File: src/rtl/fifo_wr_burst_sched.sv
// Write-side burst scheduler for the async FIFO: paces upstream words into winc/wdata.
// Optional stall counter output enabled by defining FIFO_WR_STALL_COUNT_EN.
module fifo_wr_burst_sched #(
  parameter int unsigned DATASIZE     = 8,
  parameter int unsigned ADDRSIZE     = 10,
  parameter int unsigned WRITE_PERIOD = 2,
  parameter int unsigned BURST_LENGTH = 1024,
  parameter int unsigned CNTW         = 11
) (
  input  logic                wclk,
  input  logic                wrst,
  input  logic                start,
  input  logic                abort,
  input  logic [CNTW-1:0]     cfg_len,
  input  logic [3:0]          cfg_period,
  input  logic                s_valid,
  input  logic [DATASIZE-1:0] s_data,
  output logic                s_ready,
  input  logic                wfull,
  output logic                winc,
  output logic [DATASIZE-1:0] wdata,
  output logic                busy,
  output logic                done,
  output logic [CNTW-1:0]     words_written
`ifdef FIFO_WR_STALL_COUNT_EN
  ,
  output logic [15:0]         stall_cycles
`endif
);

  localparam logic [CNTW-1:0] DefLen    = CNTW'(BURST_LENGTH);
  localparam logic [3:0]      DefPeriod = 4'(WRITE_PERIOD);

  // Reject parameter sets that would let the word counter wrap or the gap overflow.
  if (ADDRSIZE == 0 || WRITE_PERIOD < 1 || WRITE_PERIOD > 15 ||
      (64'd1 << CNTW) <= 64'(BURST_LENGTH)) begin : g_bad_cfg
    $error("fifo_wr_burst_sched: illegal parameter combination");
  end

  typedef enum logic [0:0] {StIdle, StArmed} state_e;

  state_e          state_q, state_d;
  logic [CNTW-1:0] len_q, len_d;
  logic [3:0]      period_q, period_d;
  logic [3:0]      gap_q, gap_d;
  logic [CNTW-1:0] cnt_q, cnt_d;
  logic            done_q, done_d;

  always_comb begin
    state_d  = state_q;
    len_d    = len_q;
    period_d = period_q;
    gap_d    = gap_q;
    cnt_d    = cnt_q;
    done_d   = 1'b0;
    s_ready  = 1'b0;
    winc     = 1'b0;
    wdata    = s_data;
    unique case (state_q)
      StIdle: begin
        if (start && !abort) begin
          len_d    = (cfg_len == '0) ? DefLen : cfg_len;
          period_d = (cfg_period == '0) ? DefPeriod : cfg_period;
          cnt_d    = '0;
          gap_d    = '0;
          state_d  = StArmed;
        end
      end
      StArmed: begin
        s_ready = (gap_q == '0) && !wfull && !abort;
        winc    = s_valid && s_ready;
        if (winc) begin
          cnt_d = cnt_q + 1'b1;
          gap_d = period_q - 4'd1;
          if (cnt_d == len_q) begin
            state_d = StIdle;
            done_d  = 1'b1;
          end
        end else if (gap_q != '0) begin
          // Slot timer keeps running while data or FIFO space is missing.
          gap_d = gap_q - 4'd1;
        end
        if (abort) state_d = StIdle;
      end
      default: state_d = StIdle;
    endcase
  end

  always_ff @(posedge wclk) begin
    if (wrst) begin
      state_q  <= StIdle;
      len_q    <= '0;
      period_q <= '0;
      gap_q    <= '0;
      cnt_q    <= '0;
      done_q   <= 1'b0;
    end else begin
      state_q  <= state_d;
      len_q    <= len_d;
      period_q <= period_d;
      gap_q    <= gap_d;
      cnt_q    <= cnt_d;
      done_q   <= done_d;
    end
  end

  assign busy          = (state_q == StArmed);
  assign done          = done_q;
  assign words_written = cnt_q;

`ifdef FIFO_WR_STALL_COUNT_EN
  logic [15:0] stall_q, stall_d;

  always_comb begin
    stall_d = stall_q;
    if (state_q == StIdle) begin
      if (start && !abort) stall_d = '0;
    end else if (gap_q == '0 && s_valid && wfull && stall_q != 16'hFFFF) begin
      stall_d = stall_q + 16'd1;
    end
  end

  always_ff @(posedge wclk) begin
    if (wrst) stall_q <= '0;
    else      stall_q <= stall_d;
  end

  assign stall_cycles = stall_q;
`endif

endmodule

File: config.mk
export PLATFORM = sky130hd
export DESIGN_NAME = fifo_wr_burst_sched
export DESIGN_NICKNAME = d
export VERILOG_FILES = /design/src/rtl/fifo_wr_burst_sched.sv
export SDC_FILE = /design/constraint.sdc
export NUM_CORES = 1
export LEC_CHECK = 0
export ABC_AREA = 1
export CAP_MARGIN = 20
export CORE_MARGIN = 2
export CORE_UTILIZATION = 49
export CTS_BUF_LIST = sky130_fd_sc_hd__clkbuf_8
export DETAILED_ROUTE_END_ITERATION = 10
export GPL_ROUTABILITY_DRIVEN = 0
export PLACE_DENSITY = 0.82
export SETUP_SLACK_MARGIN = 0.5
export SKIP_LAST_GASP = 1
export SLEW_MARGIN = 10
export SYNTH_ARGS = -nofsm -noshare
export SYNTH_HDL_FRONTEND = slang
export SYNTH_SLANG_ARGS = --single-unit
File: constraint.sdc
create_clock -name wclk -period 2.73 [get_ports wclk]
set_clock_uncertainty 0.1 [all_clocks]
set_input_delay 0.819 -clock wclk [delete_from_list [all_inputs] [get_ports wclk]]
set_output_delay 0.819 -clock wclk [all_outputs]
set_load 0.02 [all_outputs]
==> run metrics, run 1 <==
total CTS buffers 5; clock root buffer clkbuf_8; Die Height 65.0 um; worst path required time ~1.8 ns; sequential area share after synthesis roughly a third; DRC 0; vias per inst 5.13; die width 65.0 um; full die area 4220 um2; Mapped Nets 320; Mapped Cells 289; Antenna Cells 0; crit end category primary output; vias in the first global route between 1500 and 2000; Fmax around 390 MHz; hold_buf cts 0; worst-margin pin slew 0.507 ns; min-delay worst type register to register; DRT Wirelength 4580 um; IO Count 52; synth warn 0; FP Rows 22; share of layout cells above drive strength 1 slightly above 9%; H-tree Lvls 2; Setup TNS 0 ns; CTS Buffer Depth 2; design area 2320 um2; WS Path Type input port to primary output; overall power roughly 0.97 mW; total gr overflow 0; final setup vio count 0; CTS tree yes; worst hold slack 0.363 ns; clk slew on worst S/H paths approximately 0.060 ns; Relative slew margins 65.9%; post-layout net count 359; ANT nets after route 0; run status completed; Initial Utilization 50.5%; GRT Total Usage 23.2%; dpl hpwl 3390 um; wire per inst roughly 12 um; Mapped Area 1820 um2; CP Max Fanout 2; Post-DP Area 2230 um2; core area 3610 um2; Yosys cell types 24; syn avg cell area 6.30 um2; clk_lat worst skew 0.28 ns; pwr/cell area 419 nW/um2; CTS sink cnt 32; DR vias 1920; RSZ-0062 raised after global routing true; Worst setup SP type input port; DRT Pass-1 Iters 4; Tmin final 2.53 ns; initial antenna violation count 0; first-pass GRT wire length between 7000 and 8000 um; Worst Path Arrival 1.61 ns; Slew Viols, Final 0; max cap viols 0; largest net degree at the start of global routing 20; Final Cycle Share 92.8%; Synth-to-Final Area Change 27.1%; IO Port Bufs 35; worst vdd ir 288 uV; Hold Fails Final Rpt 0; DR iter-0 viols 126; FF+latch count, synth 32; Static Leak 1.00 nW
per-layer routing:
metal / wire length [um] / share of wire, % / GRT usage (%)
met3: 272 / 5.9 / 5.56
met5: 0 / 0 / 0
met4: 80 / 1.7 / 9.84
met2: 2270 / 50 / 39.6
met1: 1950 / 43 / 27.5
metrics by stage:
| step | setup WS (ns) | instances | utilization [%] |
|---|---|---|---|
| floorplan | 0.303 | 289 | - |
| global placement | -0.655 | 368 | 61.9 |
| detailed placement | -0.663 | 368 | 61.9 |
| CTS | 0.198 | 373 | 63.6 |
| global route | 0.182 | 374 | 64.2 |
| finish | 0.197 | 374 | 64.2 |
critical path, cell delays in order:
cell and delay [ns]:
buf_6 0.09, or2_4 0.26, nor2_4 0.08, nand2_2 0.09, nor2_4 0.15, buf_6 0.13
logic make-up (layout without fill, tap and decap cells):
| family | count (synthesis) | count (layout) | share of synthesized area (%) |
|---|---|---|---|
| adder cells (fa/ha/maj) | 2 | 2 | 1.37 |
| flip-flops | 32 | 32 | 35.2 |
| AO/OA/AOI/OAI | 45 | 45 | 13.7 |
| XOR/XNOR | 2 | 2 | 0.962 |
| buffers and inverters | 54 | 91 | 12.8 |
| AND/OR/NAND/NOR | 154 | 154 | 36.0 |
state kept, by name, indices dropped and copies added, names as in the netlist:
| signal | flops |
|---|---|
| busy | 1 |
| done | 1 |
| gap_q | 4 |
| len_q | 11 |
| period_q | 4 |
| words_written | 11 |
power breakdown:
group          internal [mW]  total, mW  leakage [nW]  switching, mW
sequential             0.485      0.495         0.261        0.00967
clock                  0.164      0.329        0.0359          0.165
combinational         0.0680      0.147         0.702         0.0789
total                  0.717      0.971          1.00          0.254
Yosys cell counts:
| cell type | number | share of area, % |
|---|---|---|
| nand2_1 | 76 | 16 |
| inv_1 | 39 | 8.0 |
| nor2_1 | 33 | 6.8 |
| dfxtp_1 | 32 | 35 |
| nand3_1 | 32 | 8.8 |
| a21oi_1 | 25 | 6.9 |
| o21ai_0 | 11 | 3.0 |
| buf_4 | 8 | 3.3 |
| a211oi_1 | 7 | 2.9 |
| clkbuf_1 | 5 | 1.0 |
| nand4_1 | 4 | 1.4 |
| nor3_1 | 3 | 0.82 |
| ha_1 | 2 | 1.4 |
| nor4_1 | 2 | 0.69 |
| a221oi_1 | 1 | 0.48 |
| buf_2 | 1 | 0.27 |
| inv_2 | 1 | 0.21 |
| nor2_2 | 1 | 0.34 |
| nor2_4 | 1 | 0.62 |
| nor3_2 | 1 | 0.55 |
| o21bai_1 | 1 | 0.41 |
| or2_2 | 1 | 0.34 |
| xnor2_1 | 1 | 0.48 |
| xor2_1 | 1 | 0.48 |
area by class of cell:
cell class                 count  area, um2
clock buffer                   5       68.8
inverter                      40        150
timing repair buffer          46        423
multi-input combinational    203        972
tap                           48       60.1
sequential                    32        642
fill                         346       1290
cells in the final DEF, fill, tap and decap left out, types with 2 or more instances in the layout:
| cell | count |
|---|---|
| a211oi_1 | 7 |
| a21oi_1 | 25 |
| buf_4 | 12 |
| buf_6 | 3 |
| clkbuf_8 | 5 |
| clkdlybuf4s50_1 | 19 |
| dfxtp_1 | 31 |
| dlygate4sd2_1 | 11 |
| ha_1 | 2 |
| inv_1 | 39 |
| nand2_1 | 75 |
| nand3_1 | 32 |
| nand4_1 | 4 |
| nor2_1 | 31 |
| nor2_4 | 3 |
| nor3_1 | 2 |
| nor3_2 | 2 |
| nor4_1 | 2 |
| o21ai_0 | 11 |
path summary, 6_finish.rpt:
path                     from  slack [ns]  depth (start not counted)           to
max                     wfull        0.20                          6         winc
min               period_q[3]        0.36                          2  period_q[3]
max reg2reg  words_written[1]        0.74                         12         busy
min reg2reg       period_q[3]        0.36                          2  period_q[3]
what timing repair did:
item	4_1_cts	5_1_grt
pin swaps	4	5
hold endpoints to repair	0	0
endpoints found under the setup margin	27	6
buffers inserted	0	1
resized for setup	33	4
Power figures use the tool's default switching activity.
==> run 2: changes to the inputs <==
RECOVER_POWER = 50   (was unset)
==> run metrics, run 2 (synthesis results as in run 1) <==
vias per inst 5.13 (about the same); FP Rows 22 (unchanged); WS Path Type input port to primary output (unchanged); worst path required time 1.81 ns (about the same); Min-Delay Startpoint period_q[3] (unchanged); Buf/Inv on CP 2 (unchanged); max cap viols 0 (unchanged); overall power 0.968 mW (was 0.971 mW); Hold Fails Final Rpt 0 (unchanged); CP startpoint wfull (unchanged); ANT nets after route 0 (unchanged); crit end category primary output (unchanged); Relative slew margins 46.3% (was 65.9%); largest net degree at the start of global routing 20 (unchanged); Synth-to-Final Area Change 26.2% (was 27.1%); commonest non-fill, non-tap cell in the layout nand2_1 (unchanged); run status completed (unchanged); commonest cells after routing, fill and taps aside nand2_1 (75), inv_1 (39), nand3_1 (32), dfxtp_1 (32), nor2_1 (31) (was nand2_1 (75), inv_1 (39), nand3_1 (32)); first-pass GRT wire length 7570 um (unchanged); DR iter-0 viols 123 (was 126); full die area 4220 um2 (unchanged); CTS sink cnt 32 (unchanged); Slew Viols, Final 0 (unchanged); share of layout cells above drive strength 1 8.28% (was 9.20%); Final Cycle Share 92.7% (was 92.8%); DRC 0 (unchanged); clk slew on worst S/H paths 0.06 ns (about the same); wire per inst 12.2 um (about the same); total CTS buffers 5 (unchanged); Worst Path Arrival 1.61 ns (about the same); clock root buffer clkbuf_8 (unchanged); r2r startpoint words_written[0] (was words_written[1]); worst vdd ir 285 uV (was 288 uV); core area 3610 um2 (unchanged); CP top delay family simple AND/OR/NAND/NOR gates (unchanged); pwr/cell area 421 nW/um2 (was 419 nW/um2); IO Port Bufs 35 (unchanged); Antenna Cells 0 (unchanged); die width 65.0 um (unchanged); CP cell instances buf_6 > or2_4 > nor2_4 > nand2_2 > nor2_4 > buf_6 (unchanged); CP Max Fanout 2 (unchanged); DR vias 1918 (was 1920); Tmin final 2.53 ns (about the same); CTS Buffer Depth 2 (unchanged); hold_buf cts 0 (unchanged); dpl hpwl 3390 um (unchanged); RSZ-0062 raised after global routing true (unchanged); fin cells 374 (unchanged); final setup vio count 0 (unchanged); DRT Pass-1 Iters 4 (unchanged); post-layout net count 359 (unchanged); H-tree Lvls 2 (unchanged); min-delay worst type register to register (unchanged); worst-margin pin slew 0.806 ns (was 0.507 ns); GRT Total Usage 23.2% (unchanged); Die Height 65.0 um (unchanged); Fmax 395 MHz (about the same); vias in the first global route 1757 (unchanged); IO Count 52 (unchanged); slowest stage cell on the critical path or2_4 (unchanged); CTS tree yes (unchanged); DRT Wirelength 4580 um (about the same); Worst setup SP type input port (unchanged); total gr overflow 0 (unchanged); initial antenna violation count 0 (unchanged); Post-Place Cells 368 (unchanged); Initial Utilization 50.5% (unchanged); Largest stage delay, worst path 0.25 ns (was 0.26 ns); clk_lat worst skew 0.28 ns (about the same); Static Leak 0.971 nW (was 1.00 nW)
## run 2: changes by cell type in the layout (fill, tap and decap cells not counted), sizes merged
cell and change:
buf -2, clkbuf +3, clkdlybuf4s50 -2, dlygate4sd3 +2, dlymetal6s2s -1
## run 2: final cells by class
class | count | area, um2
flip-flops and latches | 32 | 641
fillers | 348 | 1310
clock buffers | 5 | 68.8
well taps | 48 | 60.1
multi-input cells | 203 | 972
inverters | 40 | 150
repair buffers | 46 | 407
## run 2: per-stage QoR
| stage | setup TNS (ns) | hold slack [ns] | utilization, % | area (um2) | setup slack (ns) |
|---|---|---|---|---|---|
| floorplan | 0 | 0.324 | - | 1840 | 0.303 |
| global placement | -1.19 | 0.341 | 61.9 | 2230 | -0.655 |
| detailed placement | -1.20 | 0.345 | 61.9 | 2230 | -0.663 |
| CTS | 0 | 0.354 | 63.6 | 2290 | 0.198 |
| global route | 0 | 0.372 | 63.7 | 2300 | 0.182 |
| finish | 0 | 0.358 | 63.7 | 2300 | 0.198 |
## run 2: routing by layer
metal / up-vias / part of all wire [%] / track usage (%)
met3: 12 / 5.9 / 5.56
met1: 849 / 43 / 27.5
met5: - / 0 / 0
li1: 1000 / - / -
met4: 0 / 1.7 / 9.84
met2: 57 / 49 / 39.6
## run 2: power by group
group | switching [mW] | total (mW) | internal, mW
Clock | 0.165 | 0.329 | 0.164
Sequential | 0.00959 | 0.495 | 0.485
Combinational | 0.0790 | 0.145 | 0.0661
Total | 0.253 | 0.968 | 0.715
## run 2: final timing paths
| kind | end | slack, ns | cells after the start |
|---|---|---|---|
| max | winc | 0.20 | 6 |
| min | period_q[3] | 0.36 | 2 |
| max reg2reg | busy | 0.65 | 12 |
| min reg2reg | period_q[3] | 0.36 | 2 |
## run 2: worst register-to-register path, stage by stage (launching register included)
cell	delay (ns)
dfxtp_1	0.48
ha_1	0.27
nand2_1	0.20
nor2_4	0.20
nand2_1	0.07
nand2_1	0.14
nor2_1	0.06
nor2_1	0.12
nand2_1	0.06
nor2_1	0.08
nand3_1	0.08
nand2_1	0.07
a21oi_1	0.05
## run 2: repair_timing
| item | 4_1_cts | 5_1_grt |
|---|---|---|
| setup buffers | 0 | 1 |
| gates resized for setup | 33 | 4 |
| pin swaps | 4 | 5 |
| setup endpoints to repair | 27 | 6 |
